`src/rtl/sd_pkg.sv`:
```
`default_nettype none
// ============================================================================
// Module   : sd_pkg
// Brief    : Shared constants for the SD command-path response receiver:
//            FSM encoding, response lengths, NCR default, R1 bit positions.
// Revision : 1.0 - initial release
// ============================================================================
package sd_pkg;

  // FSM state encoding
  localparam logic [1:0] ST_IDLE       = 2'd0;
  localparam logic [1:0] ST_WAIT_START = 2'd1;
  localparam logic [1:0] ST_SHIFT      = 2'd2;

  // Response lengths in bits (start bit included)
  localparam int R1_LEN   = 8;
  localparam int LONG_LEN = 40;

  // Default number of cycles to wait for a start bit (8 byte times)
  localparam int NCR_MAX_DEFAULT = 64;

  // R1 status bit positions
  localparam int R1_IDLE          = 0;
  localparam int R1_ERASE_RESET   = 1;
  localparam int R1_ILLEGAL_CMD   = 2;
  localparam int R1_CRC_ERR       = 3;
  localparam int R1_ERASE_SEQ_ERR = 4;
  localparam int R1_ADDR_ERR      = 5;
  localparam int R1_PARAM_ERR     = 6;

  // Insert one received bit as the new LSB. Short responses only ever use
  // the low byte so the upper bits are forced to zero.
  function automatic logic [LONG_LEN-1:0] shift_in(
    input logic [LONG_LEN-1:0] cur,
    input logic                is_long,
    input logic                b
  );
    if (is_long) begin
      return {cur[LONG_LEN-2:0], b};
    end
    return {{(LONG_LEN-R1_LEN){1'b0}}, cur[R1_LEN-2:0], b};
  endfunction

endpackage : sd_pkg
`default_nettype wire

```
`src/rtl/receive_sd_response.sv`:
```
`default_nettype none
// ============================================================================
// Module   : receive_sd_response
// Brief    : SPI-mode SD response receiver. After a command has been sent,
//            waits up to NCR_MAX cycles for a start bit on SDin, then
//            captures an R1 (8-bit) or R3/R7 (40-bit) response MSB-first.
// Revision : 1.0 - initial release
// ============================================================================
module receive_sd_response
  import sd_pkg::*;
#(
  parameter int NCR_MAX = NCR_MAX_DEFAULT,
  parameter int CNT_W   = 7
) (
  input  logic                clock,
  input  logic                reset,
  input  logic                start,
  input  logic                long_resp,
  input  logic                SDin,
  output logic                busy,
  output logic                done,
  output logic                timeout,
  output logic [LONG_LEN-1:0] response,
  output logic [7:0]          r1,
  output logic                r1_error
);

  localparam int               BIT_CNT_W = 6;
  localparam logic [CNT_W-1:0] NCR_LAST  = CNT_W'(NCR_MAX - 1);

  logic [1:0]           state_q,    state_d;
  logic                 mode_long_q, mode_long_d;
  logic [CNT_W-1:0]     wait_cnt_q, wait_cnt_d;
  logic [BIT_CNT_W-1:0] bit_cnt_q,  bit_cnt_d;
  logic [LONG_LEN-1:0]  response_q, response_d;
  logic                 busy_q,     busy_d;
  logic                 done_q,     done_d;
  logic                 timeout_q,  timeout_d;

  // Next-state logic: start-bit hunt with timeout, then bit-counted shift
  always_comb begin
    state_d     = state_q;
    mode_long_d = mode_long_q;
    wait_cnt_d  = wait_cnt_q;
    bit_cnt_d   = bit_cnt_q;
    response_d  = response_q;
    busy_d      = busy_q;
    done_d      = 1'b0;
    timeout_d   = timeout_q;

    case (state_q)
      ST_IDLE: begin
        if (start) begin
          mode_long_d = long_resp;
          response_d  = '0;
          timeout_d   = 1'b0;
          wait_cnt_d  = '0;
          busy_d      = 1'b1;
          state_d     = ST_WAIT_START;
        end
      end

      ST_WAIT_START: begin
        if (!SDin) begin
          // A low start bit wins even on the edge that would time out
          response_d = shift_in(response_q, mode_long_q, SDin);
          bit_cnt_d  = mode_long_q ? BIT_CNT_W'(LONG_LEN - 1)
                                   : BIT_CNT_W'(R1_LEN - 1);
          state_d    = ST_SHIFT;
        end else begin
          wait_cnt_d = wait_cnt_q + 1'b1;
          if (wait_cnt_q == NCR_LAST) begin
            response_d = '1;
            timeout_d  = 1'b1;
            done_d     = 1'b1;
            busy_d     = 1'b0;
            state_d    = ST_IDLE;
          end
        end
      end

      ST_SHIFT: begin
        // No framing check: whatever is on SDin is taken as data
        response_d = shift_in(response_q, mode_long_q, SDin);
        bit_cnt_d  = bit_cnt_q - 1'b1;
        if (bit_cnt_q == BIT_CNT_W'(1)) begin
          done_d    = 1'b1;
          timeout_d = 1'b0;
          busy_d    = 1'b0;
          state_d   = ST_IDLE;
        end
      end

      default: begin
        state_d = ST_IDLE;
        busy_d  = 1'b0;
      end
    endcase
  end

  // State and datapath registers, asynchronously cleared
  always_ff @(posedge clock or negedge reset) begin
    if (!reset) begin
      state_q     <= ST_IDLE;
      mode_long_q <= 1'b0;
      wait_cnt_q  <= '0;
      bit_cnt_q   <= '0;
      response_q  <= '0;
      busy_q      <= 1'b0;
      done_q      <= 1'b0;
      timeout_q   <= 1'b0;
    end else begin
      state_q     <= state_d;
      mode_long_q <= mode_long_d;
      wait_cnt_q  <= wait_cnt_d;
      bit_cnt_q   <= bit_cnt_d;
      response_q  <= response_d;
      busy_q      <= busy_d;
      done_q      <= done_d;
      timeout_q   <= timeout_d;
    end
  end

  // R1 sits in the top byte of a long response, else in the low byte
  always_comb begin
    r1 = mode_long_q ? response_q[LONG_LEN-1 -: 8] : response_q[7:0];
  end

  assign busy     = busy_q;
  assign done     = done_q;
  assign timeout  = timeout_q;
  assign response = response_q;
  assign r1_error = |r1[R1_PARAM_ERR:R1_ERASE_RESET];

endmodule : receive_sd_response
`default_nettype wire

```
`config.mk`:
```
export PLATFORM = sky130hd
export DESIGN_NAME = receive_sd_response
export DESIGN_NICKNAME = d
export VERILOG_FILES = /design/src/rtl/sd_pkg.sv /design/src/rtl/receive_sd_response.sv
export SDC_FILE = /design/constraint.sdc
export NUM_CORES = 1
export LEC_CHECK = 0
export CORE_MARGIN = 5
export CORE_UTILIZATION = 48
export DETAILED_ROUTE_END_ITERATION = 16
export GPL_ROUTABILITY_DRIVEN = 0
export PLACE_DENSITY = 0.83
export SYNTH_ARGS = -nofsm -noshare
export SYNTH_HDL_FRONTEND = slang
export SYNTH_SLANG_ARGS = --single-unit
```
`constraint.sdc`:
```
create_clock -name clock -period 1.9 [get_ports clock]
set_input_delay 0.285 -clock clock [delete_from_list [all_inputs] [get_ports clock]]
set_output_delay 0.285 -clock clock [all_outputs]
set_load 0.02 [all_outputs]
```
=== After elaboration in Yosys (flattened, before gate mapping) ===
Index checks and enable logic that the tools add are counted.

* Add/subtract/negate cells: 2
* Equal/unequal tests: 10
* Muxes and demuxes: 37
* Reduce and logical (&&, ||, !) cells: 12

{| class="wikitable"
|+ Operators by type and width
! kind !! number
|-
| 40-bit 2-to-1 mux || 7
|-
| 40-bit one-hot mux with 3 select lines || 1
|-
| 1-bit 2-to-1 mux || 14
|-
| 7-bit 2-to-1 mux || 2
|-
| 7-bit one-hot mux with 2 select lines || 1
|-
| 6-bit 2-to-1 mux || 2
|-
| 6-bit one-hot mux with 2 select lines || 1
|-
| 2-bit inequality test (second input constant) || 5
|-
| 3-bit AND reduction || 3
|-
| 2-bit 2-to-1 mux || 4
|-
| 8-bit 2-to-1 mux || 1
|-
| 7-bit by 1-bit adder with 7-bit output (second input constant) || 1
|-
| 7-bit by 6-bit == test with 1-bit output (second input constant) || 1
|-
| 6-bit by 1-bit == test with 1-bit output (second input constant) || 1
|-
| 1-bit one-hot mux with 3 select lines || 2
|-
| 2-bit one-hot mux with 3 select lines || 1
|-
| 6-bit OR reduction || 1
|-
| 6-bit by 1-bit subtractor with 6-bit output (second input constant) || 1
|-
| 5-bit AND reduction || 1
|-
| 2-bit AND reduction || 2
|-
| 4-bit AND reduction || 1
|-
| 2-bit nonzero test || 2
|-
| 3-bit inequality test (second input constant) || 1
|-
| 3-bit nonzero test || 1
|-
| 4 further kinds || 4
|}

* Bits in registers: 59
* Input port bits: 5
* Output and inout port bits: 52
* Word-level logic and storage cells: 69

=== Longest topological paths before layout ===
Gate-level depths: netlist of the first run.

* Depth in word-level cells: 6
* Mapped depth: 8
* Gate-level depth less buffers: 6

=== Least setup slack after synthesis of the first run ===
No wires, ideal clock.

* Path kind: register -> output
* Start point: register mode_long_q
* End point: output port r1_error
* Arrival time: 1690 ps
* Data required time: 1615 ps
* Path slack: -75 ps
* Stages on the path, launching flop included: 6
* Buffers on the path: 1
* Path through: dfrtp_1 -> buf_2 -> nand2_1 -> o21ai_0 -> nor4_1 -> or3b_2

* Cells in the longest elaborated chain, start to end: 2

{| class="wikitable"
|+ RTL lines
! what !! line !! RTL
|-
| from (decl) || receive_sd_response.sv:32 || <nowiki>logic mode_long_q, mode_long_d;</nowiki>
|-
| from (signal assigned) || receive_sd_response.sv:114 || <nowiki>mode_long_q <= mode_long_d;</nowiki>
|-
| 8-bit 2-to-1 mux || receive_sd_response.sv:126 || <nowiki>r1 = mode_long_q ? response_q[LONG_LEN-1 -: 8] : response_q[7:0];</nowiki>
|-
| named net r1[1] || receive_sd_response.sv:24 || <nowiki>output logic [7:0] r1,</nowiki>
|-
| 6-bit OR reduction || receive_sd_response.sv:133 || <nowiki>assign r1_error = |r1[R1_PARAM_ERR:R1_ERASE_RESET];</nowiki>
|-
| to (decl) || receive_sd_response.sv:25 || <nowiki>output logic r1_error</nowiki>
|}

The timed path passes the listed nets, and every way through them passes these cells.

=== Final worst setup path of the first run ===
* Start point: register mode_long_q
* End point: output port r1_error

* Cells in the longest elaborated chain, start to end: 2

{| class="wikitable"
|+ RTL lines
! what !! line
|-
| 8-bit 2-to-1 mux || receive_sd_response.sv:126
|-
| 6-bit OR reduction || receive_sd_response.sv:133
|}

Every way passes these cells.

==> impl_metrics.ini, run 1 <==
[yosys]
synthXorXnorAreaFrac_pct = 1.08
synth_edf_count = 0
synth_fa_ha_area_share_pct = 3.08
synth_top_family_by_area = multiplexers
synth_seq_area_share_pct = 45.4
synth.distinct_cells = 48
avgSynthCellArea_um2 = 10.1
netlist_instances = 323
syn_area_um2 = 3250
synth_ff_type = dfrtp_1
async_reset_ff_share_pct = 100
synth-compound-area-share_pct = 15.2
synth_mux_area_share_pct = 17.3
synth-simple-area-share_pct = 12.3
ys_ff_latch = 59
syn_nets = 336
yosys_warnings = 0

[finish]
fillers = 493
seqCellArea_um2 = 1480
antenna_cells = 0
multi_input_area_um2 = 1650
nets = 432
fin_cells = 504
drive_gt1_share_pct = 29.5
area_growth_pct = 38.5

[pwr]
leakage_nw = 2.02
power.density_nw_per_um2 = 1650
switchingPower_mw = 3.05
ir_worst_vdd_v = 0.000684
power.total_mw = 7.41
power.share.clock_pct = 15.5
p_seq_share_pct = 26.4
comb_power_share_pct = 58.1
switching_share_pct = 41.2
p_int_mw = 4.36

[status]
status = finished with violations
violations = setup timing

[routing]
num_vias = 2812
routed_wl_um = 8560
via_per_inst = 5.58
drc = 0
wl_per_cell_um = 17.0
ant_nets = 0
drtPass1Iterations = 4
drt_iter0_drc = 230

[sta]
grt_setup_unrepaired = yes
worst_pin_slew_ps = 520
post-route-period-util_pct = 110
fin_setup_tns_ps = -208
hold_viol_final = 0
setup_viol_count_final = 2
fin_crit_ps = 2090
maxSlewViolCount = 0
fmax_mhz = 478
worst_slack_ps = -190
whs_ps = 446
slew_headroom_pct = 65.3
skew_ps = 12.9

[die]
rows = 30
io_pins = 57
start_util_pct = 48.7
core-area_um2 = 6680
die_area_um2 = 8520
chipWidth_um = 92.3
die_y_um = 92.3

[global_routing]
antenna_found_initial = 0
grt_max_degree = 46
grt_pass1_vias = 2897
gr-usage-all-layers_pct = 21.3
grt_overflow = 0
grt_pass1_wl_um = 14400

[critical_path]
crit_arrival_ps = 1800
cp_max_fo = 6
worstPathRequired_ps = 1620
critPathLaunchType = flip-flop
cp-end-kind = output port
critical_path_class = flip-flop to output port

[clock_tree]
cts_buffer_depth = 2
htreeDepth = 3
cts.clk_slew.worst_paths_ps = 70
cts_tree = yes
cts.sinks = 59
worst_skew_pair.late_latency_ps = 350
cts-root-buf = clkbuf_8
numCtsBuffers = 9

[placement]
place_hpwl_um = 5600
port_buffers = 56
post-place-cells = 481

[hold_path]
hold_class = primary input to asynchronous set/reset pin

[flow_run]
maxCapViolations = 0
==> power by group through the flow <==
stage / Combinational [mW] / Clock [mW] / Sequential, mW
floorplan: 2.03 / 0 / 2.21
global placement: 3.79 / 0 / 1.95
detailed placement: 3.91 / 0 / 1.97
CTS: 4.20 / 1.17 / 1.95
global route: 4.61 / 1.22 / 2.01
finish: 4.30 / 1.15 / 1.96
==> critical path: stages, from the launching register on <==
cell and delay [ps]:
dfrtp_2 430, buf_6 150, o21ai_2 70, nor4_1 260, or3b_4 410, buf_6 140
==> per-layer routing <==
metal	up-vias	share of wire, %	track usage (%)
met5	-	0	0
met4	0	2.9	12.3
met3	19	4.0	3.82
met2	75	50	34.2
met1	1388	43	27.0
li1	1330	-	-
==> what timing repair did <==
item                                    CTS  global route
gates resized for setup                  42            15
pin swaps                                 2             3
endpoints found under the hold margin    20             0
endpoints found under the setup margin   49            30
hold buffers                              1             0
buffers inserted                          4             1
gates cloned                              1             0
==> flip-flops by register name (all words and copies together) (netlist names) <==
signal       count
timeout          1
bit_cnt_q        6
state_q          2
mode_long_q      1
busy             1
wait_cnt_q       7
done             1
response        40
==> placed cells by master (no fill, tap or decap), types with 5 or more instances in the layout <==
cell type,n
a21oi_1,45
a31oi_1,5
buf_12,6
buf_2,5
buf_4,43
clkbuf_8,10
clkdlybuf4s50_1,46
dfrtp_1,58
ha_1,7
inv_1,14
mux2_1,12
mux2_2,18
mux2_4,13
nand2_1,40
nand3_1,6
nor2_1,15
nor3_1,6
o21ai_0,5
o21ai_2,5
==> synth_stat cells, types with 2 or more instances <==
library cell | n | area [um^2]
a21oi_1 | 45 | 225
a221o_1 | 2 | 20.0
a22oi_1 | 2 | 15.0
a31oi_1 | 5 | 31.3
buf_1 | 3 | 11.3
buf_2 | 3 | 15.0
buf_6 | 5 | 56.3
clkbuf_1 | 12 | 45.0
dfrtp_1 | 59 | 1480
ha_1 | 8 | 100
inv_1 | 15 | 56.3
mux2_1 | 12 | 135
mux2_2 | 18 | 203
mux2_4 | 13 | 195
mux2i_1 | 3 | 30.0
nand2_1 | 41 | 154
nand2b_1 | 4 | 25.0
nand3_1 | 6 | 30.0
nor2_1 | 16 | 60.1
nor3_1 | 6 | 30.0
nor4_1 | 2 | 12.5
o21ai_0 | 12 | 60.1
o31ai_1 | 3 | 22.5
xnor2_1 | 4 | 35.0
==> path summary, 6_finish.rpt <==
path / from / end / slack, ps / cells after the start
hold / removal: reset / response[28] / 450 / 2
min in group clock: response[22] / response[22] / 530 / 1
max in group asynchronous: reset / mode_long_q / 860 / 3
setup reg to reg: wait_cnt_q[1] / response[4] / 90 / 7
hold reg to reg: response[22] / response[22] / 530 / 1
setup / recovery: mode_long_q / r1_error / -190 / 5
==> metrics by stage <==
step                      area, um^2  util [%]  setup slack [ps]
after CTS                       4480      67.0              -245
after global placement          4180      62.5              -417
after detailed placement        4180      62.5              -468
after floorplan                 3250         -              37.0
final                           4500      67.4              -190
after global routing            4500      67.4              -240
==> cell families after synthesis <==
group,count (synthesis)
fa+ha+maj,8
compound gates,82
flops,59
mux,46
buf+inv,38
xor+xnor,4
simple gates,86
==> layout make-up <==
class | instances | share of cell area [%]
inverters | 15 | 1.25
well taps | 80 | 2.22
flip-flops and latches | 59 | 32.8
clock buffers | 11 | 3.14
clock inverters | 5 | 1.17
repair buffers | 108 | 22.7
multi-input cells | 226 | 36.7
Note: power is estimated with default switching activity, not from simulation.
==> inputs of run 2 (changes only) <==
Settings changed: PLACE_DENSITY 0.83 to not set, PLACE_DENSITY_LB_ADDON set to 0.08.
==> impl_metrics.ini, run 2 (synthesized netlist as in run 1, its figures left out) <==
[finish]
nets = 442
area_growth_pct = 44.3
final_cell_mix = 57 x dfrtp_1, 52 x buf_4, 46 x clkdlybuf4s50_1
largest_register_ffs = 40
fillers = 505
drive_gt1_share_pct = 32.3
layout_commonest_cell = dfrtp_1
utilization_pct = 70.2
antenna_cells = 0

[status]
violations = setup timing
status = finished with violations

[routing]
ant_nets = 0
wl_per_cell_um = 15.7
num_vias = 2800
via_per_inst = 5.45
drt_iter0_drc = 186
routed_wl_um = 8090
drc = 0
drtPass1Iterations = 4

[global_routing]
grt_pass1_wl_um = 13300
antenna_found_initial = 0
grt_pass1_vias = 2744
gr-usage-all-layers_pct = 19.5
grt_max_degree = 60
grt_overflow = 0

[critical_path]
rrSetupSlack_ps = 80
worstPathRequired_ps = 1620
rr_endpoint = response[16]
rr_worst_depth = 8
critical_path_class = flip-flop to output port
critPathLaunchType = flip-flop
reg2reg_from = wait_cnt_q[1]
cp-end-kind = output port
crit_arrival_ps = 1790
cp_max_fo = 7

[sta]
skew_ps = 10.5
maxSlewViolCount = 0
hold_viol_final = 0
post-route-period-util_pct = 109
setup_viol_count_final = 1
fmax_mhz = 482
whs_ps = 489
grt_setup_unrepaired = yes
slew_headroom_pct = 70.9
fin_crit_ps = 2080
worst_pin_slew_ps = 430
worst_slack_ps = -175

[clock_tree]
cts_buffer_depth = 2
cts_tree = yes
cts.sinks = 59
htreeDepth = 3
worst_skew_pair.late_latency_ps = 340
numCtsBuffers = 9
cts-root-buf = clkbuf_8
cts.clk_slew.worst_paths_ps = 70

[die]
chipWidth_um = 92.3
core-area_um2 = 6680
die_y_um = 92.3
start_util_pct = 48.7
io_pins = 57
rows = 30
die_area_um2 = 8520

[placement]
place_hpwl_um = 5140
port_buffers = 56

[hold_path]
hold_class = primary input to asynchronous set/reset pin

[pwr]
power.density_nw_per_um2 = 1670
leakage_nw = 2.12
ir_worst_vdd_v = 0.000905

[flow_run]
maxCapViolations = 0
[run 2: cell types whose count changed in the layout (fill, tap and decap cells not counted), moves of 2 or more]
cell	previous run	this run
buf_4	43	52
buf_2	5	2
bufinv_16	1	3
clkbuf_2	1	3
clkdlybuf4s15_1	2	0
clkinv_2	3	1
clkinv_4	0	2
[run 2: repair_timing]
action	in CTS	in global routing
resized for setup	33	31
setup endpoints to repair	9	43
setup buffers	2	4
endpoints found under the hold margin	59	0
hold buffers	1	0
pin swaps	1	3
gates cloned	1	2
[run 2: worst max path at each step]
stage,start,endpoint,cells after the start
floorplan,mode_long_q,r1_error,5
global placement,mode_long_q,r1_error,5
detailed placement,mode_long_q,r1_error,5
CTS,mode_long_q,r1_error,5
global route,mode_long_q,r1_error,5
finish,mode_long_q,r1_error,5
[run 2: critical path: stages (launching register included)]
cell     delay, ps
dfrtp_2        460
buf_6          160
o21ai_2         80
nor4_2         220
or3b_4         400
buf_6          140
[run 2: metal layers]
layer	vias to the layer above	wire (um)	track usage, %
met4	0	146	6.44
met5	-	0	0
met3	10	344	5.12
met1	1365	3820	26.8
li1	1348	-	-
met2	77	3780	30.0
[run 2: per-stage QoR]
step | cells | total power [mW] | setup WS [ps] | cell area (um^2) | setup TNS (ps)
after floorplan | 323 | 4.24 | 37.0 | 3250 | 0
after global placement | 489 | 5.87 | -364 | 4250 | -650
after detailed placement | 489 | 5.92 | -342 | 4250 | -680
after CTS | 509 | 7.57 | -164 | 4580 | -164
after global routing | 514 | 8.31 | -248 | 4690 | -343
final | 514 | 7.84 | -175 | 4690 | -175
[run 2: where the power goes]
part           total, mW  switching (mW)  internal (mW)
Sequential          1.94           0.325           1.62
Combinational       4.46            2.18           2.28
Clock               1.43           0.523          0.909
Total               7.84            3.03           4.81
[run 2: final cells by class]
class,count,area [um^2],share of cell area (%)
Clock inverter,6,113,2.40
Timing Repair Buffer,118,1130,24.2
Inverter,15,56.3,1.20
Tap cell,80,100,2.13
Sequential cell,59,1480,31.5
Multi-Input combinational cell,226,1670,35.6
Clock buffer,10,138,2.93
